**src/rtl/icache_refill_pkg.sv**
```systemverilog
// icache_refill_pkg: shared types and helpers for the I-cache AXI refill engine.
//   refill_state_e  : FSM states IDLE / AR / R / RTRN
//   AXI_BURST_INCR  : AXI INCR burst encoding
//   num_beats()     : R beats per cache line
//   axi_size()      : AXI AxSIZE encoding for a data bus width
//   idx_width()     : word-index width, never below 1 bit
package icache_refill_pkg;

  typedef enum logic [1:0] {
    IDLE = 2'd0,
    AR   = 2'd1,
    R    = 2'd2,
    RTRN = 2'd3
  } refill_state_e;

  localparam logic [1:0] AXI_BURST_INCR = 2'b01;

  function automatic int unsigned num_beats(input int unsigned line_w,
                                            input int unsigned data_w);
    return line_w / data_w;
  endfunction

  function automatic logic [2:0] axi_size(input int unsigned data_w);
    return 3'($clog2(data_w / 8));
  endfunction

  function automatic int unsigned idx_width(input int unsigned n);
    return (n > 1) ? $clog2(n) : 1;
  endfunction

endpackage

```
**src/rtl/icache_refill_linebuf.sv**
```systemverilog
// icache_refill_linebuf: line assembly buffer for the refill engine.
//   clk_i, rst_ni : clock, async active-low reset (buffer resets to 0)
//   clr_i         : synchronous clear of the whole line (wins over we_i)
//   we_i, idx_i   : write wdata_i into word idx_i
//   wdata_i       : one AXI data word
//   line_o        : flattened line, word 0 in the least significant bits
module icache_refill_linebuf
  import icache_refill_pkg::*;
#(
  parameter int unsigned LineWidth = 128,
  parameter int unsigned WordWidth = 64,
  parameter int unsigned IdxWidth  = 1
) (
  input  logic                 clk_i,
  input  logic                 rst_ni,
  input  logic                 clr_i,
  input  logic                 we_i,
  input  logic [IdxWidth-1:0]  idx_i,
  input  logic [WordWidth-1:0] wdata_i,
  output logic [LineWidth-1:0] line_o
);

  localparam int unsigned NumWords = num_beats(LineWidth, WordWidth);

  logic [NumWords-1:0][WordWidth-1:0] words_q;

  always_ff @(posedge clk_i or negedge rst_ni) begin
    if (!rst_ni) begin
      words_q <= '0;
    end else if (clr_i) begin
      words_q <= '0;
    end else if (we_i) begin
      for (int i = 0; i < NumWords; i++) begin
        if (idx_i == IdxWidth'(i)) words_q[i] <= wdata_i;
      end
    end
  end

  assign line_o = words_q;

endmodule

```
**src/rtl/icache_axi_refill.sv**
```systemverilog
// icache_axi_refill: read-only AXI refill engine behind the L1 I-cache.
// One request at a time: grant in IDLE, one AR burst, collect R beats into
// the line buffer, then a single-cycle return pulse with the assembled line.
//   req_*  / gnt_o   : cache fetch request port (gnt_o = req_i while IDLE)
//   rtrn_*           : line return, no backpressure
//   ar_* / r_*       : AXI read address and read data channels
//   busy_o           : FSM not IDLE
// Optional: define ICACHE_REFILL_ERR_REPORT_EN to report SLVERR/DECERR and
// beat-count mismatches on rtrn_err_o; otherwise rtrn_err_o is tied 0.
module icache_axi_refill
  import icache_refill_pkg::*;
#(
  parameter int unsigned AddrWidth    = 56,
  parameter int unsigned AxiAddrWidth = 64,
  parameter int unsigned AxiDataWidth = 64,
  parameter int unsigned AxiIdWidth   = 4,
  parameter int unsigned LineWidth    = 128,
  parameter int unsigned TidWidth     = 2,
  parameter int unsigned RdTxId       = 0
) (
  input  logic                    clk_i,
  input  logic                    rst_ni,
  input  logic                    req_i,
  output logic                    gnt_o,
  input  logic [AddrWidth-1:0]    req_paddr_i,
  input  logic                    req_nc_i,
  input  logic [TidWidth-1:0]     req_tid_i,
  output logic                    rtrn_vld_o,
  output logic [LineWidth-1:0]    rtrn_data_o,
  output logic [TidWidth-1:0]     rtrn_tid_o,
  output logic                    rtrn_err_o,
  output logic                    busy_o,
  output logic                    ar_valid_o,
  input  logic                    ar_ready_i,
  output logic [AxiAddrWidth-1:0] ar_addr_o,
  output logic [7:0]              ar_len_o,
  output logic [2:0]              ar_size_o,
  output logic [1:0]              ar_burst_o,
  output logic [AxiIdWidth-1:0]   ar_id_o,
  input  logic                    r_valid_i,
  output logic                    r_ready_o,
  input  logic [AxiDataWidth-1:0] r_data_i,
  input  logic [1:0]              r_resp_i,
  input  logic                    r_last_i
);

  localparam int unsigned NumBeats = num_beats(LineWidth, AxiDataWidth);
  localparam int unsigned CntWidth = idx_width(NumBeats);
  localparam logic [CntWidth-1:0] CntMax = CntWidth'(NumBeats - 1);

  refill_state_e           state_q;
  logic                    ar_valid_q, r_ready_q, rtrn_vld_q, busy_q;
  logic [AxiAddrWidth-1:0] ar_addr_q;
  logic [7:0]              ar_len_q;
  logic [TidWidth-1:0]     tid_q;
  logic [CntWidth-1:0]     cnt_q;

  logic                    grant, beat;
  logic [AxiAddrWidth-1:0] paddr_ext, line_addr, word_addr;

  assign grant = (state_q == IDLE) && req_i;
  assign beat  = r_ready_q && r_valid_i;

  assign paddr_ext = AxiAddrWidth'(req_paddr_i);
  assign line_addr = paddr_ext & ~AxiAddrWidth'(LineWidth / 8 - 1);
  assign word_addr = paddr_ext & ~AxiAddrWidth'(AxiDataWidth / 8 - 1);

  always_ff @(posedge clk_i or negedge rst_ni) begin
    if (!rst_ni) begin
      state_q    <= IDLE;
      ar_valid_q <= 1'b0;
      r_ready_q  <= 1'b0;
      rtrn_vld_q <= 1'b0;
      busy_q     <= 1'b0;
      ar_addr_q  <= '0;
      ar_len_q   <= '0;
      tid_q      <= '0;
      cnt_q      <= '0;
    end else begin
      rtrn_vld_q <= 1'b0;
      case (state_q)
        IDLE: if (req_i) begin
          state_q    <= AR;
          ar_valid_q <= 1'b1;
          busy_q     <= 1'b1;
          ar_addr_q  <= req_nc_i ? word_addr : line_addr;
          ar_len_q   <= req_nc_i ? 8'd0 : 8'(NumBeats - 1);
          tid_q      <= req_tid_i;
          cnt_q      <= '0;
        end
        AR: if (ar_ready_i) begin
          state_q    <= R;
          ar_valid_q <= 1'b0;
          r_ready_q  <= 1'b1;
        end
        R: if (r_valid_i) begin
          // Saturate so surplus beats keep landing in the last word.
          if (cnt_q != CntMax) cnt_q <= cnt_q + 1'b1;
          if (r_last_i) begin
            state_q    <= RTRN;
            r_ready_q  <= 1'b0;
            rtrn_vld_q <= 1'b1;
          end
        end
        RTRN: begin
          state_q <= IDLE;
          busy_q  <= 1'b0;
        end
        default: state_q <= IDLE;
      endcase
    end
  end

  icache_refill_linebuf #(
    .LineWidth(LineWidth),
    .WordWidth(AxiDataWidth),
    .IdxWidth (CntWidth)
  ) u_linebuf (
    .clk_i  (clk_i),
    .rst_ni (rst_ni),
    .clr_i  (grant),
    .we_i   (beat),
    .idx_i  (cnt_q),
    .wdata_i(r_data_i),
    .line_o (rtrn_data_o)
  );

`ifdef ICACHE_REFILL_ERR_REPORT_EN
  logic       err_q;
  logic [7:0] beat_idx_q;

  // beat_idx_q counts every accepted beat (unlike cnt_q) so that both
  // short and over-long bursts are caught against ar_len_q.
  always_ff @(posedge clk_i or negedge rst_ni) begin
    if (!rst_ni) begin
      err_q      <= 1'b0;
      beat_idx_q <= '0;
    end else if (grant) begin
      err_q      <= 1'b0;
      beat_idx_q <= '0;
    end else if (beat) begin
      if (r_resp_i[1] || (r_last_i && (beat_idx_q != ar_len_q))) err_q <= 1'b1;
      if (beat_idx_q != 8'hff) beat_idx_q <= beat_idx_q + 8'd1;
    end
  end

  assign rtrn_err_o = rtrn_vld_q && err_q;
`else
  assign rtrn_err_o = 1'b0;
`endif

  logic unused_resp;
  assign unused_resp = ^r_resp_i;

  assign gnt_o      = grant;
  assign rtrn_vld_o = rtrn_vld_q;
  assign rtrn_tid_o = tid_q;
  assign busy_o     = busy_q;
  assign ar_valid_o = ar_valid_q;
  assign ar_addr_o  = ar_addr_q;
  assign ar_len_o   = ar_len_q;
  // Constant AR fields are only driven while a request is presented.
  assign ar_size_o  = ar_valid_q ? axi_size(AxiDataWidth) : 3'd0;
  assign ar_burst_o = ar_valid_q ? AXI_BURST_INCR : 2'b00;
  assign ar_id_o    = ar_valid_q ? AxiIdWidth'(RdTxId) : '0;
  assign r_ready_o  = r_ready_q;

endmodule
```
**config.mk**
```make
export PLATFORM = sky130hd
export DESIGN_NAME = icache_axi_refill
export DESIGN_NICKNAME = d
export VERILOG_FILES = /design/src/rtl/icache_refill_pkg.sv /design/src/rtl/icache_refill_linebuf.sv /design/src/rtl/icache_axi_refill.sv
export SDC_FILE = /design/constraint.sdc
export NUM_CORES = 1
export LEC_CHECK = 0
export BUFFER_PORTS_ARGS = -buffer_cell sky130_fd_sc_hd__buf_4
export CORE_AREA = 2 2 135 137
export CTS_CLUSTER_DIAMETER = 200
export DETAILED_ROUTE_END_ITERATION = 10
export DIE_AREA = 0 0 137 139
export PLACE_DENSITY = 0.76
export SLEW_MARGIN = 20
export SYNTH_ARGS = -nofsm -noshare
export SYNTH_HDL_FRONTEND = slang
export SYNTH_SLANG_ARGS = --single-unit
```
**constraint.sdc**
```tcl
create_clock -name clk_i -period 3.25 [get_ports clk_i]
set_clock_uncertainty 0.1 [all_clocks]
set_input_delay 0.325 -clock clk_i [delete_from_list [all_inputs] [get_ports clk_i]]
set_output_delay 0.325 -clock clk_i [all_outputs]
set_load 0.05 [all_outputs]
```
== Yosys cells after proc, flatten, opt, wreduce, memory -nomap -nowiden ==
Cells that the tools add are included.
Word-level totals
  register bits after elaboration: 201
  input bits: 131
  word-level logic and storage cells: 65
  output and inout bits: 217
Cells by class
  reductions and logical operators: 17
  eq/ne operators: 8
  add/subtract/negate cells: 1
  mux-type cells: 28
Operators by type and width (number)
  128-bit two-way mux: 2
  64-bit two-way mux: 2
  1-bit two-way mux: 13
  2-bit nonzero test: 6
  2-bit two-way mux: 5
  2-bit != test (second input constant): 5
  1-bit case mux with 2 select lines: 4
  2-bit case mux with 4 select lines: 1
  2-bit AND reduction: 4
  4-bit AND reduction: 2
  3-bit AND reduction: 2
  2-bit == test (second input constant): 2
  4-bit two-way mux: 1
  2-bit by 1-bit == test with 1-bit output (second input constant): 1
  1-bit logical AND: 2
  2-bit zero test: 1
  1-bit adder (second input constant): 1

== Depth between registers and ports, before layout ==
  depth after elaboration: 4
  mapped depth: 8

== Modules after synthesis ==
Synthesis repeated with hierarchy kept, for this count alone.
Second synthesis, totals
  cells, all modules: 684
  area, all modules: 8719.6 um^2
By module, submodules not included
  icache_refill_linebuf: cells an instance 488, seq. area each 3203.1 um^2, area each 5913.2 um^2, times used 1
  icache_axi_refill: cells an instance 196, seq. area each 1576.5 um^2, area each 2806.4 um^2, times used 1

== Worst setup path before layout ==
OpenSTA, ideal clock, no wires.
  kind: register to output
  start point: register state_q[0]
  end point: output gnt_o
  required time: 2.825 ns
  setup slack: 1.430 ns
  path buffers: 2
  data arrival time: 1.395 ns
  cell stages (with the launch flop): 7
  path through: dfrtp_1 inv_1 ha_1 nand2_1 inv_2 buf_4 buf_2
Between the ends
  cells in the longest elaborated chain, start to end: 2
Ends and longest elaborated chain
  from (decl): RTL line icache_axi_refill.sv:51  | refill_state_e state_q;
  from (signal assigned): RTL line icache_axi_refill.sv:70  | state_q <= IDLE;
  from (signal assigned): RTL line icache_axi_refill.sv:83  | state_q <= AR;
  from (signal assigned): RTL line icache_axi_refill.sv:92  | state_q <= R;
  2-bit zero test: RTL line icache_axi_refill.sv:61  | assign grant = (state_q == IDLE) && req_i;
  1-bit logical AND: RTL line icache_axi_refill.sv:61
  to (decl): RTL line icache_axi_refill.sv:24  | output logic gnt_o,
Every way passes these cells.

== Final worst setup path ==
Same ends and word-level chain as after synthesis.

==> flow_summary.yaml <==
status:
  run_status: "finished, final reports clean"
die:
  die_w_um: 137
  initial_core_util_pct: 44.5
  dieHeight_um: 139
  ios: 348
  rows: 49
  coreArea_um2: 17700
  dieArea_um2: 19000
worst_setup_path:
  r2r_slack_ns: 1.19
  critPathSlowestCell: "dfrtp_1"
  end_kind: "output pin"
  cp.required_ns: 2.82
  worst_setup_path_start_kind: "flip-flop"
  reg2regPathDepth: 7
  cp_max_fo: 50
  crit_chain: "inv_1, ha_1, nand2_2, inv_6, buf_4"
  critPathTopFamily: "buffers and inverters"
  cp.buffers_inverters: 3
  r2r-start: "state_q[0]"
  timing.critical_path.to: "gnt_o"
  r2r_end: "ar_addr_o[47]"
  cp.depth: 5
  startpoint: "state_q[0]"
  max_stage_delay_ns: 0.41
  arrival_ns: 2.04
  crit_type: "reg2out"
synth:
  synth_top_flop_cell: "dfrtp_1"
  async_flop_share_pct: 100
  synth_edf_count: 0
  synth_warnings: 0
  synth_area_per_cell_um2: 9.07
  synth_cell_types: 26
  synth_area_um2: 7850
  ys_seq_elements: 191
  syn-instance-count: 866
  ys_seq_area_share_pct: 60.9
finish:
  final_cell_mix: "422 x nand2_1, 323 x buf_4, 191 x dfrtp_1, 131 x a21oi_1, 54 x dlygate4sd3_1"
  syn_to_final_growth_pct: 44.5
  drive_above_1_share_pct: 30.1
  fin_util_pct: 64.3
  final_common_cell: "nand2_1"
  num_antenna_cells: 0
  finalNetCount: 1347
clock_network:
  clk_pin_slew_ns: 0.08
  cts_root_buf: "clkbuf_16"
  clockBufferDepth: 2
  cts_tree: "built"
  cts_buffers: 17
  insertion_delay_ns: 0.42
  cts_sinks: 191
  htree_levels: 4
routing:
  drt_pass1_iterations: 5
  ant_nets: 0
  wl_per_cell_um: 16.3
  via_per_inst: 4.91
  drt_iter0_drc: 322
  vias: 7126
  drt_wl_total_mm: 23.6
  drcViolationCount: 0
timing:
  holdWs_ns: 0.0205
  fin_crit_sh_pct: 76.0
  worstMarginPinSlew_ns: 0.801
  maxSlewHeadroom_pct: 46.6
  rsz0062_at_grt: "false"
  period_needed_ns: 2.47
  slew_violations: 0
  max_freq_ghz: 0.405
  hold_viol: 0
  finalSetupTns_ns: 0
  setup_viol: 0
grt:
  grt.total_usage_pct: 24.7
  gr-total-overflow: 0
  grt_pass1_wl_mm: 36.7
  grt_pass1_vias: 6991
  grt_max_degree: 96
  antenna_found_initial: 0
placed_design:
  gp_congestion: 0.828
  dp_hpwl_mm: 15.0
  port_buffers: 317
min_path:
  min_path_type: "in2reg"
flow_run:
  maxCapViolCount: 0
pwr:
  p_leak_nw: 5.89
  peakVddDrop_mv: 0.646
  p_per_area_nw_per_um2: 1160
==> worst min-delay path: stages <==
cell and delay [ns]:
buf_4 0.08, nand2_1 0.04, nand2_1 0.05
==> where the power goes <==
group          internal, mW  total (mW)  switching [mW]
registers              3.33        3.88           0.549
logic                  2.04        7.28            5.24
clock network          1.00        1.97           0.961
==> cells by family (layout without fill, tap and decap cells) <==
logic type | after synthesis | after routing | share of synthesized area (%)
other | 1 | 25 | 0.0477
and+or+nand+nor | 436 | 436 | 21.2
adders and majority gates | 7 | 7 | 1.12
AOI/OAI and AO/OA | 138 | 138 | 9.26
DFF | 191 | 191 | 60.9
buffers and inverters | 88 | 420 | 6.80
muxes | 5 | 5 | 0.701
==> sequential cells by signal (all words and copies together), names as in the netlist <==
name / count
u_linebuf.line_o: 128
ar_addr_o: 53
rtrn_tid_o: 2
state_q: 2
ar_len_o: 1
ar_valid_o: 1
busy_o: 1
cnt_q: 1
r_ready_o: 1
rtrn_vld_o: 1
==> how the worst min path moves through the flow <==
| stage | from | end | slack, ns | depth (start not counted) |
|---|---|---|---|---|
| floorplan | rst_ni | ar_addr_o[10] | -0.07 | 0 |
| global placement | ar_addr_o[3] | ar_addr_o[3] | 0.36 | 2 |
| detailed placement | ar_addr_o[53] | ar_addr_o[53] | 0.36 | 2 |
| CTS | req_paddr_i[35] | ar_addr_o[35] | 0.003 | 3 |
| global route | req_paddr_i[35] | ar_addr_o[35] | 0.01 | 3 |
| finish | req_paddr_i[35] | ar_addr_o[35] | 0.02 | 3 |
==> stage by stage <==
step / area (µm²) / power [mW] / worst slack, ns / instances
after floorplan: 7940 / 8.90 / 1.43 / 890
after global placement: 10300 / 11.0 / 1.21 / 1365
after detailed placement: 10300 / 11.1 / 1.22 / 1365
after CTS: 11300 / 13.2 / 0.743 / 1451
after global routing: 11300 / 13.8 / 0.635 / 1451
final: 11300 / 13.1 / 0.780 / 1451
==> routing by layer <==
layer  part of all wire, %  GRT usage [%]  vias to the layer above
met5                     0              0                        -
met3                   9.2           7.79                       46
li1                      -              -                     3377
met4                   2.8           9.01                        0
met1                    37           29.6                     3376
met2                    51           41.3                      327
==> final cells by class <==
type                            count  area, µm²
Fill cell                        1415       6310
Sequential cell                   191       4780
Clock buffer                       17        425
Inverter                            6       27.5
Clock inverter                     15        128
Tap cell                          229        287
Timing Repair Buffer              382       3060
Multi-Input combinational cell    611       2640
==> synth_stat cells (2+ instances only) <==
cell type  instances  area share, %
a21oi_1          131            8.3
inv_1              5           0.24
ha_1               7            1.1
nand2_1          423             20
nand3_1            3           0.19
o31ai_1            2           0.19
buf_4             42            4.0
mux2i_1            4           0.51
buf_2             36            2.3
clkbuf_1           3           0.14
and3_1             2           0.16
dfrtp_1          191             61
nor2b_1            4           0.32
==> timing repair <==
item,CTS,global route
buffers inserted,0,0
hold buffers,54,0
hold endpoints to repair,146,0
gates resized for setup,0,0
Power figures use the tool's default switching activity.
